`src/rtl/encode_upperimm_seq_if.sv`:
```
// encode_upperimm_seq_if: request stream in, instruction word stream out.
interface encode_upperimm_seq_if;
    logic        req_valid;
    logic        req_ready;
    logic        req_pcrel;
    logic [4:0]  req_rd;
    logic [31:0] req_value;
    logic        inst_valid;
    logic        inst_ready;
    logic [31:0] inst_code;
    logic        inst_last;
    modport master (
        output req_valid, req_pcrel, req_rd, req_value, inst_ready,
        input  req_ready, inst_valid, inst_code, inst_last
    );
    modport slave (
        input  req_valid, req_pcrel, req_rd, req_value, inst_ready,
        output req_ready, inst_valid, inst_code, inst_last
    );
endinterface

```
`src/rtl/encode_upperimm_seq.sv`:
```
// encode_upperimm_seq: expands a load-32-bit-constant request into LUI/AUIPC + ADDI words.
module encode_upperimm_seq #(
    parameter bit OPT_SKIP_ZERO_LO = 1'b1
) (
    input  logic clk,
    input  logic rst,
    encode_upperimm_seq_if.slave bus,
    output logic busy
);
    typedef enum logic [1:0] {IDLE, EMIT_HI, EMIT_LO} state_t;
    state_t      state_q, state_d;
    logic        inst_valid_q, inst_valid_d;
    logic        inst_last_q, inst_last_d;
    logic [31:0] inst_code_q, inst_code_d;
    logic [31:0] lo_code_q, lo_code_d;
    logic [19:0] hi20;
    logic [11:0] lo12;
    logic [31:0] first_word, addi_rd;
    logic        first_last, accept, handshake, no_hi;
    assign bus.req_ready  = !rst && state_q == IDLE;
    assign bus.inst_valid = inst_valid_q;
    assign bus.inst_code  = inst_code_q;
    assign bus.inst_last  = inst_last_q;
    assign busy           = state_q != IDLE;
    assign accept         = bus.req_valid && bus.req_ready;
    assign handshake      = inst_valid_q && bus.inst_ready;
    // ADDI sign-extends lo12, so a set bit 11 needs hi20 bumped by one
    always_comb begin
        lo12       = bus.req_value[11:0];
        hi20       = bus.req_value[31:12] + {19'd0, bus.req_value[11]};
        no_hi      = !bus.req_pcrel && hi20 == 20'd0;
        addi_rd    = {lo12, bus.req_rd, 3'b000, bus.req_rd, 7'h13};
        first_word = bus.req_rd == 5'd0 ? 32'h0000_0013 :
                     no_hi ? {lo12, 5'd0, 3'b000, bus.req_rd, 7'h13} :
                     {hi20, bus.req_rd, bus.req_pcrel ? 7'h17 : 7'h37};
        first_last = bus.req_rd == 5'd0 || no_hi || (OPT_SKIP_ZERO_LO && lo12 == 12'd0);
    end
    always_comb begin
        state_d      = state_q;
        inst_valid_d = inst_valid_q;
        inst_last_d  = inst_last_q;
        inst_code_d  = inst_code_q;
        lo_code_d    = lo_code_q;
        case (state_q)
            IDLE: if (accept) begin
                state_d      = EMIT_HI;
                inst_valid_d = 1'b1;
                inst_code_d  = first_word;
                inst_last_d  = first_last;
                lo_code_d    = addi_rd;
            end
            EMIT_HI: if (handshake) begin
                state_d      = inst_last_q ? IDLE : EMIT_LO;
                inst_valid_d = !inst_last_q;
                inst_code_d  = inst_last_q ? inst_code_q : lo_code_q;
                inst_last_d  = !inst_last_q;
            end
            EMIT_LO: if (handshake) begin
                state_d      = IDLE;
                inst_valid_d = 1'b0;
                inst_last_d  = 1'b0;
            end
            default: state_d = IDLE;
        endcase
    end
    always_ff @(posedge clk or posedge rst) begin
        if (rst) begin
            state_q      <= IDLE;
            inst_valid_q <= 1'b0;
            inst_last_q  <= 1'b0;
            inst_code_q  <= 32'd0;
            lo_code_q    <= 32'd0;
        end else begin
            state_q      <= state_d;
            inst_valid_q <= inst_valid_d;
            inst_last_q  <= inst_last_d;
            inst_code_q  <= inst_code_d;
            lo_code_q    <= lo_code_d;
        end
    end
endmodule
```
`src/flat_wrapper.sv`:
```
// flat-port wrapper written by rule: the top's interface ports become plain ports
module encode_upperimm_seq_flat 
#(
    parameter bit OPT_SKIP_ZERO_LO = 1'b1
)
  (clk, rst, busy, bus_req_valid, bus_req_pcrel, bus_req_rd, bus_req_value, bus_inst_ready, bus_req_ready, bus_inst_valid, bus_inst_code, bus_inst_last);
  encode_upperimm_seq_if bus_i ();
  input  logic clk;
  input  logic rst;
  output logic busy;
  input wire logic [$bits(bus_i.req_valid)-1:0] bus_req_valid;
  input wire logic [$bits(bus_i.req_pcrel)-1:0] bus_req_pcrel;
  input wire logic [$bits(bus_i.req_rd)-1:0] bus_req_rd;
  input wire logic [$bits(bus_i.req_value)-1:0] bus_req_value;
  input wire logic [$bits(bus_i.inst_ready)-1:0] bus_inst_ready;
  output wire logic [$bits(bus_i.req_ready)-1:0] bus_req_ready;
  output wire logic [$bits(bus_i.inst_valid)-1:0] bus_inst_valid;
  output wire logic [$bits(bus_i.inst_code)-1:0] bus_inst_code;
  output wire logic [$bits(bus_i.inst_last)-1:0] bus_inst_last;
  assign bus_i.req_valid = bus_req_valid;
  assign bus_i.req_pcrel = bus_req_pcrel;
  assign bus_i.req_rd = bus_req_rd;
  assign bus_i.req_value = bus_req_value;
  assign bus_i.inst_ready = bus_inst_ready;
  assign bus_req_ready = bus_i.req_ready;
  assign bus_inst_valid = bus_i.inst_valid;
  assign bus_inst_code = bus_i.inst_code;
  assign bus_inst_last = bus_i.inst_last;
  encode_upperimm_seq #(.OPT_SKIP_ZERO_LO(OPT_SKIP_ZERO_LO)) u_core (.clk(clk), .rst(rst), .bus(bus_i), .busy(busy));
endmodule
```
`config.mk`:
```
export PLATFORM = sky130hd
export DESIGN_NAME = encode_upperimm_seq_flat
export DESIGN_NICKNAME = d
export VERILOG_FILES = /design/src/rtl/encode_upperimm_seq_if.sv /design/src/rtl/encode_upperimm_seq.sv /design/src/flat_wrapper.sv
export SDC_FILE = /design/constraint.sdc
export NUM_CORES = 1
export LEC_CHECK = 0
export CAP_MARGIN = 20
export CORE_MARGIN = 2
export CORE_UTILIZATION = 35
export DETAILED_ROUTE_END_ITERATION = 8
export GPL_TIMING_DRIVEN = 0
export HOLD_SLACK_MARGIN = 0.15
export SYNTH_ARGS = -nofsm -noshare
export SYNTH_HDL_FRONTEND = slang
export SYNTH_SLANG_ARGS = --single-unit
```
`constraint.sdc`:
```
create_clock -name clk -period 2.3 [get_ports clk]
set_clock_uncertainty 0.1 [all_clocks]
set_input_delay 0.23 -clock clk [delete_from_list [all_inputs] [get_ports clk]]
set_output_delay 0.23 -clock clk [all_outputs]
set_load 0.05 [all_outputs]
```
==> metrics <==
final setup fails=15; detailed-route DRC error count=0; most common cell after layout, fill and taps aside=clkdlybuf4s50_1; Final Critical Period=2.537 ns; Ys Warns=0; Buf/Inv on CP=2; DP Area=3875 µm²; PnR worst setup slack=-0.2367 ns; FF+latch count, synth=50; row cnt=33; final setup TNS=-3.036 ns; Worst Hold Class=in2reg; Iteration-0 DRC Markers=127; layout cell share with drive strength beyond 1=20.74%; Critical Path RT=2.39 ns; Worst-path clk slew=0.09 ns; Avg Cell Area, Syn=9.644 µm²; clk buf depth=2; Core Region=8217 µm²; number of synthesized flops with an enable pin=0; initial antenna violation count=0; synth unique cells=a little over 50; critical path type=in2reg; chip width=about 96 µm; clk sinks=50; Port Buf Inserts=70; GRT Util Overall=19.79%; Worst Hold End=u_core.bus.inst_code[12]$_DFFE_PP0P_; biggest cell delay along the critical path=0.49 ns; vias in the first global route=around 2700; pre-CTS WS=-1.324 ns; # hold bufs at CTS=0; worst endpoint data arrival time=approximately 2.6 ns; mapped cell area=2970 µm²; cell chain of the critical path=buf_12 -> ha_4 -> buf_12 -> ha_4 -> nand4_1 -> or4_4 -> o21a_1 -> nor4_1 -> nand4_1 -> or2_4 -> a22o_4; Top Metal Used=met4; drt pass-1 iters=4; maximum vdd ir drop=0.5905 mV; Primary FF master, synth=dfrtp_1; Die Ht=96.13 µm; Placed Instances=485; Pleak=approximately 1.8 nW; DIE AREA=roughly 9200 µm²; Initial Utilization=36.15%; vias after detailed routing=2765; diode count=0; Area Growth Syn to Fin=42.33%; hold path start=bus_req_value[12]; most frequent cells in the layout=clkdlybuf4s50_1 (58), dfrtp_1 (50), nand2_1 (36), buf_4 (19); drt via density=5.422; fin. max-slew vios=0; max_cap viols=0; GPL Wtd Cong=0.8694; GR Overflow Total=0; post-synthesis async set-or-reset flop share=100.0%; Final Hold Fails=0; unrepaired setup endpoints after global routing=yes; slew margin rel.=52.25%; first-pass GRT wire length=13.86 mm; CP delay by family, top=simple AND/OR/NAND/NOR gates; Seq/Total Area, Yosys=42.12%; DRT Wirelength=8.736 mm; Layout Nets=453; Post-Syn Instances=approximately 300; Overall Power=approximately 5.2 mW; H-tree level count=2; largest net degree at the start of global routing=28; reg-to-reg setup timing slack=0.18 ns; Root Driver=clkbuf_8; Clk Latency, worst-skew pair=0.30 ns; DR WL met2=around 4.0 mm; Crit. End Element=register; post-DR wirelength/cell=17.13 µm; Slowest-stage cell, CP=or4_4; top-level port count=78; CTS tree=done; antenna-violating nets left=0; Final Hold Slack=~0.16 ns; worst reg2reg path endpoint=u_core.bus.inst_code[16]$_DFFE_PP0P_; DP HPWL=6.384 mm; Period Utilization, post-route=110.3%; Post-Layout Cell Count=510; Least-Margin Pin Slew=0.7107 ns; worst-path fanout max=5; pwr dens=roughly 1200 nW/µm²; CP startpoint kind=primary input; CTS Buf Count=5; FMAX=about 390 MHz; Final Cell Area=4228 µm²; r2r startpoint=u_core.state_q[0]$_DFFE_PP0P_; violated checks=setup timing; cells on worst reg2reg path=8; hold depth=3; final core occ=roughly 50%; status=finished, violations left; routed wl met3=slightly above 500 µm; wl on met1=4.088 mm
layer usage:
layer  up-vias  GRT usage (%)
li1       1321              -
met1      1338          28.42
met2        96          30.67
met3        10          2.741
met4         0          6.429
met5         -              0
where the power goes:
part | internal (mW) | switching [mW]
Sequential | 1.29 | 0.252
Clock | 0.327 | 0.308
Combinational | 1.14 | 1.86
Total | 2.76 | 2.42
worst max path at each step:
stage	start	to	slack, ns	depth (start not counted)
finish	bus_req_value[11]	u_core.bus.inst_code[2]$_DFFE_PP0P_	-0.24	11
global route	bus_req_value[11]	u_core.bus.inst_code[22]$_DFFE_PP0P_	-0.36	13
CTS	bus_req_value[11]	u_core.bus.inst_code[25]$_DFFE_PP0P_	-0.18	13
detailed placement	bus_req_value[11]	u_core.bus.inst_code[25]$_DFFE_PP0P_	-1.32	10
global placement	bus_req_value[11]	u_core.bus.inst_code[30]$_DFFE_PP0P_	-1.32	10
floorplan	bus_req_value[12]	u_core.bus.inst_code[2]$_DFFE_PP0P_	-0.16	9
cell families (layout without fill, tap and decap cells):
group	Yosys count	count (layout)	share of synthesized area (%)
buffers and inverters	30	126	4.339
and+or+nand+nor	115	115	21.10
DFF	50	50	42.12
AOI/OAI and AO/OA	68	68	16.85
other	1	2	0.1262
muxes	21	21	7.793
xor gates and xnor gates	16	16	4.718
adders and majority gates	7	7	2.948
worst reg2reg max path, stage by stage, from the launching register on:
cell     delay (ns)
dfrtp_1        0.44
inv_1          0.11
ha_1           0.21
inv_1          0.10
a21o_1         0.18
nand2_2        0.18
inv_1          0.20
and3_1         0.24
a221o_1        0.25
repair_timing:
action / CTS / global route
gates resized for setup: 34 / 20
pin swaps: 13 / 3
cloned: 1 / 0
endpoints found under the setup margin: 48 / 32
setup buffers: 14 / 3
cells in the mapped netlist (5+ instances only):
cell type / n / share of area [%]
nor3_1: 5 / 0.84
a21o_1: 9 / 2.3
nand2_1: 37 / 4.7
xor2_1: 7 / 2.1
mux2_2: 17 / 6.4
ha_1: 7 / 2.9
nand4_1: 13 / 2.7
or3_1: 5 / 1.1
nor2_1: 13 / 1.6
nand3_1: 13 / 2.2
dfrtp_1: 50 / 42
clkbuf_1: 13 / 1.6
nor4_1: 7 / 1.5
inv_1: 11 / 1.4
xnor2_1: 9 / 2.7
o21ai_0: 17 / 2.9
o221ai_1: 9 / 2.7
registers in the layout, indices dropped and copies added, names as in the netlist:
signal                 flops
u_core.bus.inst_valid      1
u_core.bus.inst_code      28
u_core.bus.inst_last       1
u_core.lo_code_q          18
u_core.state_q             2
cell type report:
class	count	area (µm²)
Timing Repair inverter	1	5.005
Clock inverter	3	43.79
Fill cell	762	3989
Multi-Input combinational cell	229	1727
Inverter	11	45.04
Tap cell	105	131.4
Sequential cell	50	1251
Buffer	18	96.34
Clock buffer	5	68.82
Timing Repair Buffer	88	859.6
No activity file was read; power rests on OpenSTA's default activity.
